--- src/rtl/hpel_sad_select.sv ---
// hpel_sad_select: per-candidate 16x16 SAD accumulation over the half-pel
// stream, followed by a minimum-SAD search. Ties keep the lower candidate index.
//
// Optional build macro HPEL_SAD_EARLY_TERM_EN: abandons a candidate once its
// running SAD exceeds the current best. When the macro is undefined, skip_cnt
// is held at 0.
//
// state   | meaning
// --------+-------------------------------------------------------------
// S_IDLE  | waiting for start, in_ready low
// S_ACCUM | accepting pixels of the current candidate
// S_DRAIN | adding the last registered |diff| into acc
// S_CMP   | compare acc against the best so far, advance candidate
// S_DONE  | result presented, done pulse
module hpel_sad_select #(
    parameter int NUM_CAND     = 8,
    parameter int PIX_PER_CAND = 256,
    parameter int SAD_W        = 16
) (
    input  logic             clk,
    input  logic             rst,
    input  logic             start,
    input  logic             in_valid,
    output logic             in_ready,
    input  logic [7:0]       half_pix,
    input  logic [7:0]       cur_pix,
    output logic             busy,
    output logic             done,
    output logic [3:0]       best_cand,
    output logic [SAD_W-1:0] best_sad,
    output logic [3:0]       skip_cnt
);

    localparam int PW = (PIX_PER_CAND > 1) ? $clog2(PIX_PER_CAND) : 1;
    localparam logic [PW-1:0] LAST_PIX  = PW'(PIX_PER_CAND - 1);
    localparam logic [3:0]    LAST_CAND = 4'(NUM_CAND - 1);

    typedef enum logic [2:0] {S_IDLE, S_ACCUM, S_DRAIN, S_CMP, S_DONE} state_t;

    state_t           state;
    logic [3:0]       cand_cnt;
    logic [PW-1:0]    pix_cnt;
    logic [SAD_W-1:0] acc;
    logic [SAD_W-1:0] best_sad_int;
    logic [3:0]       best_cand_int;
    logic [7:0]       d;
    logic             d_vld;
    logic             abandon;

    logic             xfer;
    logic [7:0]       mag;
    logic [SAD_W-1:0] acc_next;
    logic             cmp_win;

    assign xfer     = in_valid && in_ready;
    assign mag      = (half_pix >= cur_pix) ? (half_pix - cur_pix) : (cur_pix - half_pix);
    assign acc_next = d_vld ? (acc + {{(SAD_W-8){1'b0}}, d}) : acc;
    assign cmp_win  = !abandon && (acc < best_sad_int);

    // Pipeline stage: register the absolute difference of each accepted pixel.
    always_ff @(posedge clk or posedge rst) begin
        if (rst) begin
            d     <= '0;
            d_vld <= 1'b0;
        end else begin
            d_vld <= xfer;
            if (xfer) d <= mag;
        end
    end

    // Main controller: sequencing, accumulation, compare and result registers.
    always_ff @(posedge clk or posedge rst) begin
        if (rst) begin
            state         <= S_IDLE;
            in_ready      <= 1'b0;
            busy          <= 1'b0;
            done          <= 1'b0;
            best_cand     <= '0;
            best_sad      <= '0;
            cand_cnt      <= '0;
            pix_cnt       <= '0;
            acc           <= '0;
            best_sad_int  <= '0;
            best_cand_int <= '0;
        end else begin
            case (state)
                S_IDLE: begin
                    if (start) begin
                        cand_cnt      <= '0;
                        pix_cnt       <= '0;
                        acc           <= '0;
                        best_sad_int  <= '1;
                        best_cand_int <= '0;
                        busy          <= 1'b1;
                        in_ready      <= 1'b1;
                        state         <= S_ACCUM;
                    end
                end
                S_ACCUM: begin
                    if (!abandon) acc <= acc_next;
                    if (xfer) begin
                        pix_cnt <= pix_cnt + 1'b1;
                        if (pix_cnt == LAST_PIX) begin
                            in_ready <= 1'b0;
                            state    <= S_DRAIN;
                        end
                    end
                end
                S_DRAIN: begin
                    if (!abandon) acc <= acc_next;
                    state <= S_CMP;
                end
                S_CMP: begin
                    if (cmp_win) begin
                        best_sad_int  <= acc;
                        best_cand_int <= cand_cnt;
                    end
                    acc     <= '0;
                    pix_cnt <= '0;
                    if (cand_cnt == LAST_CAND) begin
                        // Result registers load here so they are valid alongside done.
                        best_cand <= cmp_win ? cand_cnt : best_cand_int;
                        best_sad  <= cmp_win ? acc : best_sad_int;
                        done      <= 1'b1;
                        busy      <= 1'b0;
                        state     <= S_DONE;
                    end else begin
                        cand_cnt <= cand_cnt + 1'b1;
                        in_ready <= 1'b1;
                        state    <= S_ACCUM;
                    end
                end
                S_DONE: begin
                    done  <= 1'b0;
                    state <= S_IDLE;
                end
                default: state <= S_IDLE;
            endcase
        end
    end

`ifdef HPEL_SAD_EARLY_TERM_EN
    // Early termination: abandon a candidate once its running SAD passes the best.
    always_ff @(posedge clk or posedge rst) begin
        if (rst) begin
            abandon  <= 1'b0;
            skip_cnt <= '0;
        end else begin
            if (state == S_IDLE && start) begin
                abandon  <= 1'b0;
                skip_cnt <= '0;
            end else if (state == S_ACCUM) begin
                if (acc_next > best_sad_int) abandon <= 1'b1;
            end else if (state == S_CMP) begin
                abandon <= 1'b0;
                if (abandon && skip_cnt != 4'd15) skip_cnt <= skip_cnt + 1'b1;
            end
        end
    end
`else
    assign abandon  = 1'b0;
    assign skip_cnt = 4'd0;
`endif

endmodule

--- config.mk ---
export PLATFORM = sky130hd
export DESIGN_NAME = hpel_sad_select
export DESIGN_NICKNAME = d
export VERILOG_FILES = /design/src/rtl/hpel_sad_select.sv
export SDC_FILE = /design/constraint.sdc
export NUM_CORES = 1
export LEC_CHECK = 0
export ABC_AREA = 1
export CAP_MARGIN = 20
export CELL_PAD_IN_SITES_DETAIL_PLACEMENT = 1
export CELL_PAD_IN_SITES_GLOBAL_PLACEMENT = 2
export CORE_AREA = 4 4 139 141
export CTS_CLUSTER_SIZE = 24
export DETAILED_ROUTE_END_ITERATION = 10
export DIE_AREA = 0 0 143 145
export PLACE_DENSITY_LB_ADDON = 0.1
export SLEW_MARGIN = 20
export SYNTH_ARGS = -nofsm -noshare
export SYNTH_HDL_FRONTEND = slang
export SYNTH_SLANG_ARGS = --single-unit
--- constraint.sdc ---
create_clock -name clk -period 4.65 [get_ports clk]
set_input_delay 1.395 -clock clk [delete_from_list [all_inputs] [get_ports clk]]
set_output_delay 1.395 -clock clk [all_outputs]
set_load 0.03 [all_outputs]
After elaboration in Yosys (flattened, before gate mapping)
Index checks and enable logic that the tools add are counted. Widths: inputs -> output; s select.

Register bits after elaboration: 83. Bits of input ports: 20. Output and inout bits: 27. Logic and storage cells: 77.

Add/sub/neg operators: 5. Order comparisons: 2. Equality and inequality tests: 12. Muxes and demuxes: 29. Reduce and logical (&&, ||, !) cells: 16.

Operators with widths (number): $mux 16 (4); $pmux 16 s3 (1); $pmux 16 s2 (1); $mux 8 (3); $pmux 8 s3 (1); $add 16x8->16 (1); $lt 16x16->1 (1); $pmux 4 s2 (2); $sub 8x8->8 (2); $reduce_and 3->1 (5); $mux 3 (4); $mux 4 (3); $pmux 3 s4 (1); $ne 2x2->1 const B (5); $add 8x1->8 const B (1); $eq 8x8->1 const B (1); $ge 8x8->1 (1); $eq 3x2->1 const B (2); $mux 1 (6); $reduce_and 2->1 (3); $reduce_bool 3->1 (2); $reduce_and 5->1 (1); $add 4x1->4 const B (1); $eq 4x3->1 const B (1); other kinds (9) (11).

Depth between registers and ports, before layout
Gate-level depths: netlist of the first run.

Word-level depth: 4. Gate-level depth with buffers: 15. Mapped depth without buffers: 14.

Least setup slack after synthesis of the first run
Ideal clock, no wire load.

Path kind: input -> register. From: input half_pix[0]. To: register d[5]. Library setup time: 117 ps. Data arrival time: 2713 ps. Data required time: 4533 ps. Path slack: 1819 ps. Stages on the path: 11. Buffers on the path: 0. Path through: inv_1 -> ha_1 -> fa_1 -> o21ai_1 -> o21ai_1 -> nand2_2 -> inv_2 -> nand2_1 -> nand2_1 -> nand2_1 -> nand2_1.

Cells in the longest elaborated chain, start to end: 2. Elaborated cells on any way between the ends: 4. Those cells by class: 2 x add/sub; 1 x order compare; 1 x mux.

RTL lines: start: declaration (RTL line 25) `input logic [7:0] half_pix,`; $sub 8x8->8 / $ge 8x8->1 (equally long branches) (RTL line 56) `assign mag = (half_pix >= cur_pix) ? (half_pix - cur_pix) : (cur_pix - half_pix);`; $mux 8 (*) (RTL line 56); end signal: assignment (RTL line 67) `if (xfer) d <= mag;`; end: declaration (RTL line 46) `logic [7:0] d;`.

Every way passes the cells marked *; elsewhere a longest branch is shown, timed or not. A chain may end at the register's enable or synchronous reset.

Final worst setup path of the first run
From: input half_pix[0]. To: register d[6].

Same word-level chain as after synthesis.

==> flow_metrics.tcl, run 1 <==
set metrics [dict create \
    status "complete, no violations" \
    cts_resized 0 \
    ys_types 43 \
    netlist.area_leader.share_pct 38.6 \
    muxShareOfSynthArea_pct 0 \
    antenna_found_initial 0 \
    use_met1_pct 18.9 \
    grt.busiest_layer "met2" \
    drc 0 \
    fmax_mhz 312 \
    crit_fanout 8 \
    tns_ns 0 \
    fin_crit_sh_pct 68.9 \
    area_growth_pct 18.1 \
    irDropWorstVdd_mv 0.138 \
    clk_pin_slew_ns 0.06 \
    slew_headroom_pct 43.4 \
    place_ws_ns 1.09 \
    crit_type "primary input to register" \
    portBuffers 42 \
    yosys_warnings 0 \
    synth_top_family_by_area "simple AND/OR/NAND/NOR gates" \
    synth_compound_area_share_pct 8.30 \
    num_vias 4729 \
    netlist_area_um2 5380 \
    start_util_pct 30.0 \
    grt_pass1_wl_um 24800 \
    yosysSeqAreaShare_pct 38.6 \
    die_h_um 145 \
    dp_hpwl_um 10900 \
    cts_made_buffers 9 \
    synth_fa_ha_area_share_pct 10.4 \
    r2r-start "acc[9]" \
    skew_ns 0.0106 \
    drv_slew 0 \
    via_per_inst 4.69 \
    drtIter0Drc 143 \
    cts_buffer_depth 2 \
    synthTopCellsByArea "dfrtp_1, nand2_1, ha_1, inv_1, nand3_1" \
    grt_max_degree 84 \
    r2r_cells 12 \
    detail_route.wirelength_um 14500 \
    ys_seq_elements 83 \
    whs_endpoint "best_cand[1]" \
    antenna_cells 0 \
    seq_area_um2 2080 \
    ios 47 \
    cellPowerDensity_nw_per_um2 260 \
    post-cts-setup-buffers 0 \
    ant_nets 0 \
    grt_overflow_total 0 \
    hold_path_class "register to register" \
    grt_pass1_vias 5057 \
    rsz0062_at_grt "no" \
    synthArstFlopShare_pct 100 \
    cts.sinks 83 \
    p_leak_nw 3.47 \
    synth_edf_count 0 \
    nFillCells 2209 \
    cts_tree "built" \
    hold_viol 0 \
    place_congestion 0.808 \
    worstHoldStart "best_cand[1]" \
    final_common_cell "nand2_1" \
    final_cell_mix "nand2_1, inv_1, dfrtp_1" \
    yosysTopAreaCell "dfrtp_1" \
    drive_above_1_share_pct 5.38 \
    r2r_setup_slack_ns 1.93 \
    cts-root-buf "clkbuf_16" \
    core_area_um2 18000 \
    grt_usage_pct 14.6 \
    multiInputGateArea_um2 2740 \
    cp.arrival_ns 3.42 \
    die_x_um 143 \
    met2_usage_pct 25.3 \
    r2r-end "best_sad_int[4]" \
    synth.avg_cell_area_um2 7.28 \
    ctsHoldBuffers 0 \
    die_area_um2 20700 \
    min_period_ns 3.20 \
    synthCells 739 \
    nets 838 \
    endpoint_kind "register" \
    required_ns 4.87 \
    synthSimpleGateAreaFrac_pct 29.5 \
    setup_violations 0 \
    routedWlPerCell_um 14.4 \
    dr.pass1.iters 4 \
    cap_violations 0 \
    synth_flop_cell "dfrtp_1" \
    setup_slack_ns 1.45 \
    worst_pin_slew_ns 0.848 \
    start_kind "primary input" \
    row_count 49 \
    synth-xor-area-share_pct 2.44 \
    hold_path_depth 2 \
    clk_latency_ns 0.34 \
    htree_levels 3 \
    gr-usage-met3_pct 2.24 \
]
## per-layer routing
metal	routed length (µm)	vias up
met1	6790	2289
li1	-	2387
met3	282	16
met5	0	-
met4	210	0
met2	7200	37
## synthesized netlist by cell type (4+ instances only)
cell type and number:
clkbuf_1 6, o21ai_1 5, xnor2_1 4, xor2_1 11
nor2_1 41, a21oi_1 30, ha_1 40, nand4_1 4
inv_2 7, o211ai_1 4, nor3_1 8, clkbuf_2 4
o21ai_0 23, dfrtp_1 83, inv_1 111, buf_4 4
o22ai_1 7, nand2_1 238, buf_2 8, nand3_1 66
## worst max-delay path by stage
| stage | from | endpoint | depth (start not counted) |
|---|---|---|---|
| 6_report | half_pix[0] | d[6] | 12 |
| 5_1_grt | half_pix[0] | d[6] | 12 |
| 4_1_cts | half_pix[0] | d[6] | 12 |
| 3_5_place_dp | half_pix[0] | d[6] | 12 |
| 3_3_place_gp | half_pix[0] | d[7] | 12 |
| 2_1_floorplan | rst | acc[0] | 1 |
## critical path: stages
cell and delay (ns):
clkdlybuf4s50_1 0.49, inv_1 0.06, ha_1 0.24, fa_1 0.43, o21ai_1 0.22, o21ai_1 0.10
nand2_2 0.15, inv_2 0.10, nand2_1 0.07, nand2_1 0.05, nand2_1 0.06, nand2_1 0.06
## layout make-up
cell class                 count  area share (%)
timing repair buffer          47            7.40
tap                          229            4.51
inverter                     119            7.09
clock inverter                 6            1.40
sequential                    83            32.7
clock buffer                  10            3.76
multi-input combinational    515            43.1
## flip-flops by register name, summed over array words and instances, names as in the netlist
name,cells
acc,16
best_sad,16
best_sad_int,16
d,8
pix_cnt,8
best_cand,4
best_cand_int,4
cand_cnt,4
state,3
busy,1
d_vld,1
done,1
in_ready,1
## per-stage QoR
| stage | instances | utilization, % | power (mW) | instance area, µm² | hold WS, ns |
|---|---|---|---|---|---|
| 2_1_floorplan | 742 | - | 0.833 | 5390 | 0.453 |
| 3_3_place_gp | 993 | 33.5 | 0.879 | 6030 | 0.462 |
| 3_5_place_dp | 993 | 33.5 | 0.880 | 6030 | 0.466 |
| 4_1_cts | 1009 | 35.4 | 1.69 | 6350 | 0.485 |
| 5_1_grt | 1009 | 35.4 | 1.73 | 6350 | 0.509 |
| 6_report | 1009 | 35.4 | 1.65 | 6350 | 0.478 |
## kinds of logic after synthesis
logic type      count (synthesis)
xor+xnor                       15
compound gates                 80
buf+inv                       144
fa+ha+maj                      43
simple gates                  373
other cells                     1
flops                          83
## report_power, final
| group | internal, mW | switching, mW | total (mW) |
|---|---|---|---|
| logic | 0.0529 | 0.0865 | 0.139 |
| clock network | 0.485 | 0.303 | 0.789 |
| registers | 0.723 | 0.000317 | 0.723 |
No activity file was read; power rests on OpenSTA's default activity.
==> run 2: changes to the inputs <==
clock period = 3.25 ns   (was 4.65 ns; I/O delays follow)
==> flow_metrics.tcl, run 2 (synthesized netlist as in run 1, its figures left out) <==
set metrics [dict create \
    final_cells 1015 \
    critPathMaxStageDelay_ns 0.48 \
    drv_slew 0 \
    start_util_pct 30.0 \
    ctsHoldBuffers 0 \
    placed_cells 999 \
    crit_fanout 8 \
    cts.sinks 83 \
    post-route-util_pct 35.6 \
    crit_buf_inv 3 \
    cap_violations 0 \
    crit_family "adder cells" \
    die_area_um2 20700 \
    post-cts-setup-buffers 0 \
    fmax_mhz 367 \
    crit_type "primary input to register" \
    setup_slack_ns 0.527 \
    hold_viol 0 \
    fin_crit_sh_pct 83.8 \
    required_ns 3.49 \
    skew_ns 0.00728 \
    final_common_cell "nand2_1" \
    multiInputGateArea_um2 2740 \
    clk_pin_slew_ns 0.06 \
    p_leak_nw 3.50 \
    cellPowerDensity_nw_per_um2 373 \
    routedWlPerCell_um 14.4 \
    rsz0062_at_grt "no" \
    hold_path_class "register to register" \
    hold_ws_ns 0.481 \
    antenna_cells 0 \
    cts_tree "built" \
    path_cells "clkdlybuf4s50_1 > inv_1 > ha_1 > fa_1 > o21ai_1 > o21ai_1 > nand2_2 > inv_2 > nand2_1 > nand2_1 > nand2_1 > nand2_1" \
    drc 0 \
    portBuffers 42 \
    crit_slowest_cell "clkdlybuf4s50_1" \
    status "complete, no violations" \
    core_area_um2 18000 \
    start_kind "primary input" \
    cp_common_cell "nand2_1" \
    drive_above_1_share_pct 6.11 \
    drtIter0Drc 193 \
    num_vias 4699 \
    grt_pass1_wl_um 25200 \
    row_count 49 \
    cts_resized 0 \
    ios 47 \
    dp_hpwl_um 11400 \
    die_h_um 145 \
    cts_made_buffers 9 \
    place_congestion 0.811 \
    setup_violations 0 \
    clk_latency_ns 0.35 \
    place_ws_ns 0.146 \
    seq_area_um2 2080 \
    cts-root-buf "clkbuf_16" \
    irDropWorstVdd_mv 0.246 \
    final_area_um2 6400 \
    grt_overflow_total 0 \
    tns_ns 0 \
    dpl_cell_area_um2 6070 \
    fin_total_pwr_mw 2.39 \
    grt_max_degree 47 \
    slew_headroom_pct 46.5 \
    ant_nets 0 \
    detail_route.wirelength_um 14600 \
    nets 844 \
    grt_usage_pct 14.9 \
    dr.pass1.iters 4 \
    endpoint_kind "register" \
    htree_levels 3 \
    final_cell_mix "nand2_1, inv_1, dfrtp_1" \
    reg_top3 "acc: 16 flops, best_sad: 16 flops, best_sad_int: 16 flops" \
    min_period_ns 2.72 \
    cp.arrival_ns 2.96 \
    cts_buffer_depth 2 \
    area_growth_pct 18.9 \
    die_x_um 143 \
    nFillCells 2176 \
    grt_pass1_vias 5126 \
    antenna_found_initial 0 \
    worst_pin_slew_ns 0.801 \
    via_per_inst 4.63 \
]
run 2: cell types whose count changed in the layout (fill, tap and decap cells not counted):
cell / delta
buf_4: +6
run 2: cell type report:
type	instances	share of cell area [%]
multi-input cells	515	42.8
clock buffers	10	3.73
well taps	229	4.48
inverters	119	7.04
flip-flops and latches	83	32.5
repair buffers	53	8.06
clock inverters	6	1.39
run 2: worst min-delay path, delay by kind of cell, from the launching register on:
family / cells / cell delay [ns]
simple gates: 2 / 0.10
flops: 1 / 0.34
run 2: routing by layer:
layer | share of wire, % | global-route usage (%) | vias up
li1 | - | - | 2400
met1 | 48 | 19.6 | 2261
met2 | 49 | 25.4 | 29
met3 | 1.7 | 2.04 | 9
met4 | 1.3 | 4.61 | 0
met5 | 0 | 0 | -
run 2: worst paths after layout:
kind	startpoint	endpoint	slack (ns)	depth (start not counted)
setup reg to reg	acc[9]	best_sad_int[2]	0.84	11
setup / recovery	half_pix[0]	d[7]	0.53	12
max in group asynchronous	rst	done	1.73	3
hold / removal	best_cand[0]	best_cand[0]	0.48	2
min in group asynchronous	rst	in_ready	0.91	2
hold reg to reg	best_cand[0]	best_cand[0]	0.48	2
run 2: power by group:
group / switching (mW) / internal [mW] / leakage (nW)
sequential: 0.000603 / 1.03 / 1.02
combinational: 0.124 / 0.0763 / 2.32
clock: 0.456 / 0.695 / 0.155
==> run 3: changes to the inputs <==
clock period = 2.25 ns   (was 3.25 ns; I/O delays follow)
==> flow_metrics.tcl, run 3 (synthesized netlist as in run 1, its figures left out) <==
set metrics [dict create \
    p_seq_share_pct 44.3 \
    p_leak_nw 3.76 \
    start_kind "primary input" \
    core_area_um2 18000 \
    reg_top3 "acc: 16 flops, best_sad: 16 flops, best_sad_int: 16 flops" \
    die_area_um2 20700 \
    path_cells "clkdlybuf4s50_1 > inv_1 > ha_1 > a21oi_4 > o21ai_2 > o21ai_2 > nand2_2 > buf_4 > nand2_1 > nand2_1 > nand2_1 > nand2_1" \
    grt_max_degree 32 \
    cts_made_buffers 9 \
    hold_ws_ns 0.480 \
    setup_violations 0 \
    setup_slack_ns 0.0920 \
    cts_buffer_depth 2 \
    ant_nets 0 \
    skew_ns 0.00825 \
    dr.pass1.iters 4 \
    nFillCells 2214 \
    cts.sinks 83 \
    detail_route.wirelength_um 15100 \
    start_util_pct 30.0 \
    endpoint_kind "register" \
    num_vias 4923 \
    grt_usage_pct 15.3 \
    grt_pass1_vias 5403 \
    hold_path_class "register to register" \
    cts-root-buf "clkbuf_16" \
    cp.arrival_ns 2.40 \
    status "complete, no violations" \
    final_common_cell "nand2_1" \
    fmax_mhz 463 \
    routedWlPerCell_um 14.2 \
    ios 47 \
    fin_crit_sh_pct 95.9 \
    worst_pin_slew_ns 0.510 \
    area_growth_pct 28.8 \
    clk_latency_ns 0.35 \
    hold_viol 0 \
    switchingPower_uw 912 \
    cap_violations 0 \
    via_per_inst 4.63 \
    drc 0 \
    min_period_ns 2.16 \
    antenna_cells 0 \
    place_ws_ns -0.472 \
    place_congestion 0.836 \
    drive_above_1_share_pct 15.8 \
    die_x_um 143 \
    p_clk_share_pct 43.2 \
    clk_pin_slew_ns 0.07 \
    p_int_mw 2.46 \
    required_ns 2.49 \
    slew_headroom_pct 65.9 \
    die_h_um 145 \
    dp_hpwl_um 11900 \
    cellPowerDensity_nw_per_um2 487 \
    critPathMaxStageDelay_ns 0.53 \
    grt_overflow_total 0 \
    crit_type "primary input to register" \
    final_cell_mix "nand2_1, inv_1, dfrtp_1" \
    switching_share_pct 27.0 \
    portBuffers 42 \
    drv_slew 0 \
    row_count 49 \
    cts_tree "built" \
    htree_levels 3 \
    nets 893 \
    cp_common_cell "nand2_1" \
    irDropWorstVdd_mv 0.334 \
    grt_pass1_wl_um 26100 \
    crit_fanout 5 \
    power_frac_comb_pct 12.5 \
    crit_slowest_cell "clkdlybuf4s50_1" \
    antenna_found_initial 0 \
    drtIter0Drc 110 \
]
[run 3: cell types whose count changed in the layout (fill, tap and decap cells not counted), sizes merged]
cell / previous run / this run
clkbuf: 10 / 9
inv: 118 / 122
buf: 11 / 60
dlymetal6s2s: 0 / 4
bufinv: 2 / 0
clkinv: 3 / 2
clkdlybuf4s50: 42 / 38
[run 3: path summary, 6_finish.rpt]
path	to	slack, ns	depth (start not counted)	startpoint
max	d[6]	0.09	12	cur_pix[2]
min	best_sad[5]	0.48	2	best_sad[5]
max reg2reg	acc[12]	0.18	13	d[0]
min reg2reg	best_sad[5]	0.48	2	best_sad[5]
max in group asynchronous	acc[13]	1.01	3	rst
min in group asynchronous	in_ready	0.71	2	rst
[run 3: per-layer routing]
metal / vias up / GRT usage (%) / share of wire [%]
met1: 2370 / 19.5 / 47
met4: 0 / 3.52 / 1.1
met2: 38 / 27.0 / 50
met3: 15 / 2.60 / 2.1
met5: - / 0 / 0
li1: 2500 / - / -
[run 3: metrics by stage]
step                      TNS [ns]  cells  utilization (%)  power, mW  cell area (µm²)
after floorplan                  0    742                -       1.72             5400
after global routing        -0.111   1064             38.6       3.54             6930
after global placement       -2.48   1044             35.8       1.89             6420
after detailed placement     -3.14   1044             35.8       1.89             6420
after CTS                        0   1062             37.6       3.40             6750
final                            0   1064             38.6       3.37             6930
[run 3: worst max-delay path, delay by kind of cell]
| kind | cells | cell delay [ns] |
|---|---|---|
| adder cells (fa/ha/maj) | 1 | 0.24 |
| buffers and inverters | 3 | 0.75 |
| AO/OA/AOI/OAI | 3 | 0.43 |
| AND/OR/NAND/NOR | 5 | 0.32 |
[run 3: what timing repair did]
item                                    4_1_cts  5_1_grt
resized for setup                             8       44
endpoints found under the setup margin        7       21
pin swaps                                     3        8
hold buffers                                  0        0
buffers inserted                              2        2
[run 3: cell type report]
class | instances | area [µm²] | area share (%)
clock buffers | 9 | 225 | 3.25
clock inverters | 7 | 58.8 | 0.849
inverters | 119 | 455 | 6.57
multi-input cells | 515 | 2920 | 42.1
flip-flops and latches | 83 | 2080 | 30.0
well taps | 229 | 287 | 4.14
repair buffers | 102 | 910 | 13.1
[run 3: power by group through the flow]
stage          logic [mW]  registers [mW]  clock network (mW)
6_report            0.422            1.49                1.46
4_1_cts             0.383            1.49                1.52
3_3_place_gp        0.363            1.52                   0
3_5_place_dp        0.365            1.52                   0
2_1_floorplan       0.197            1.52                   0
5_1_grt             0.475            1.49                1.57
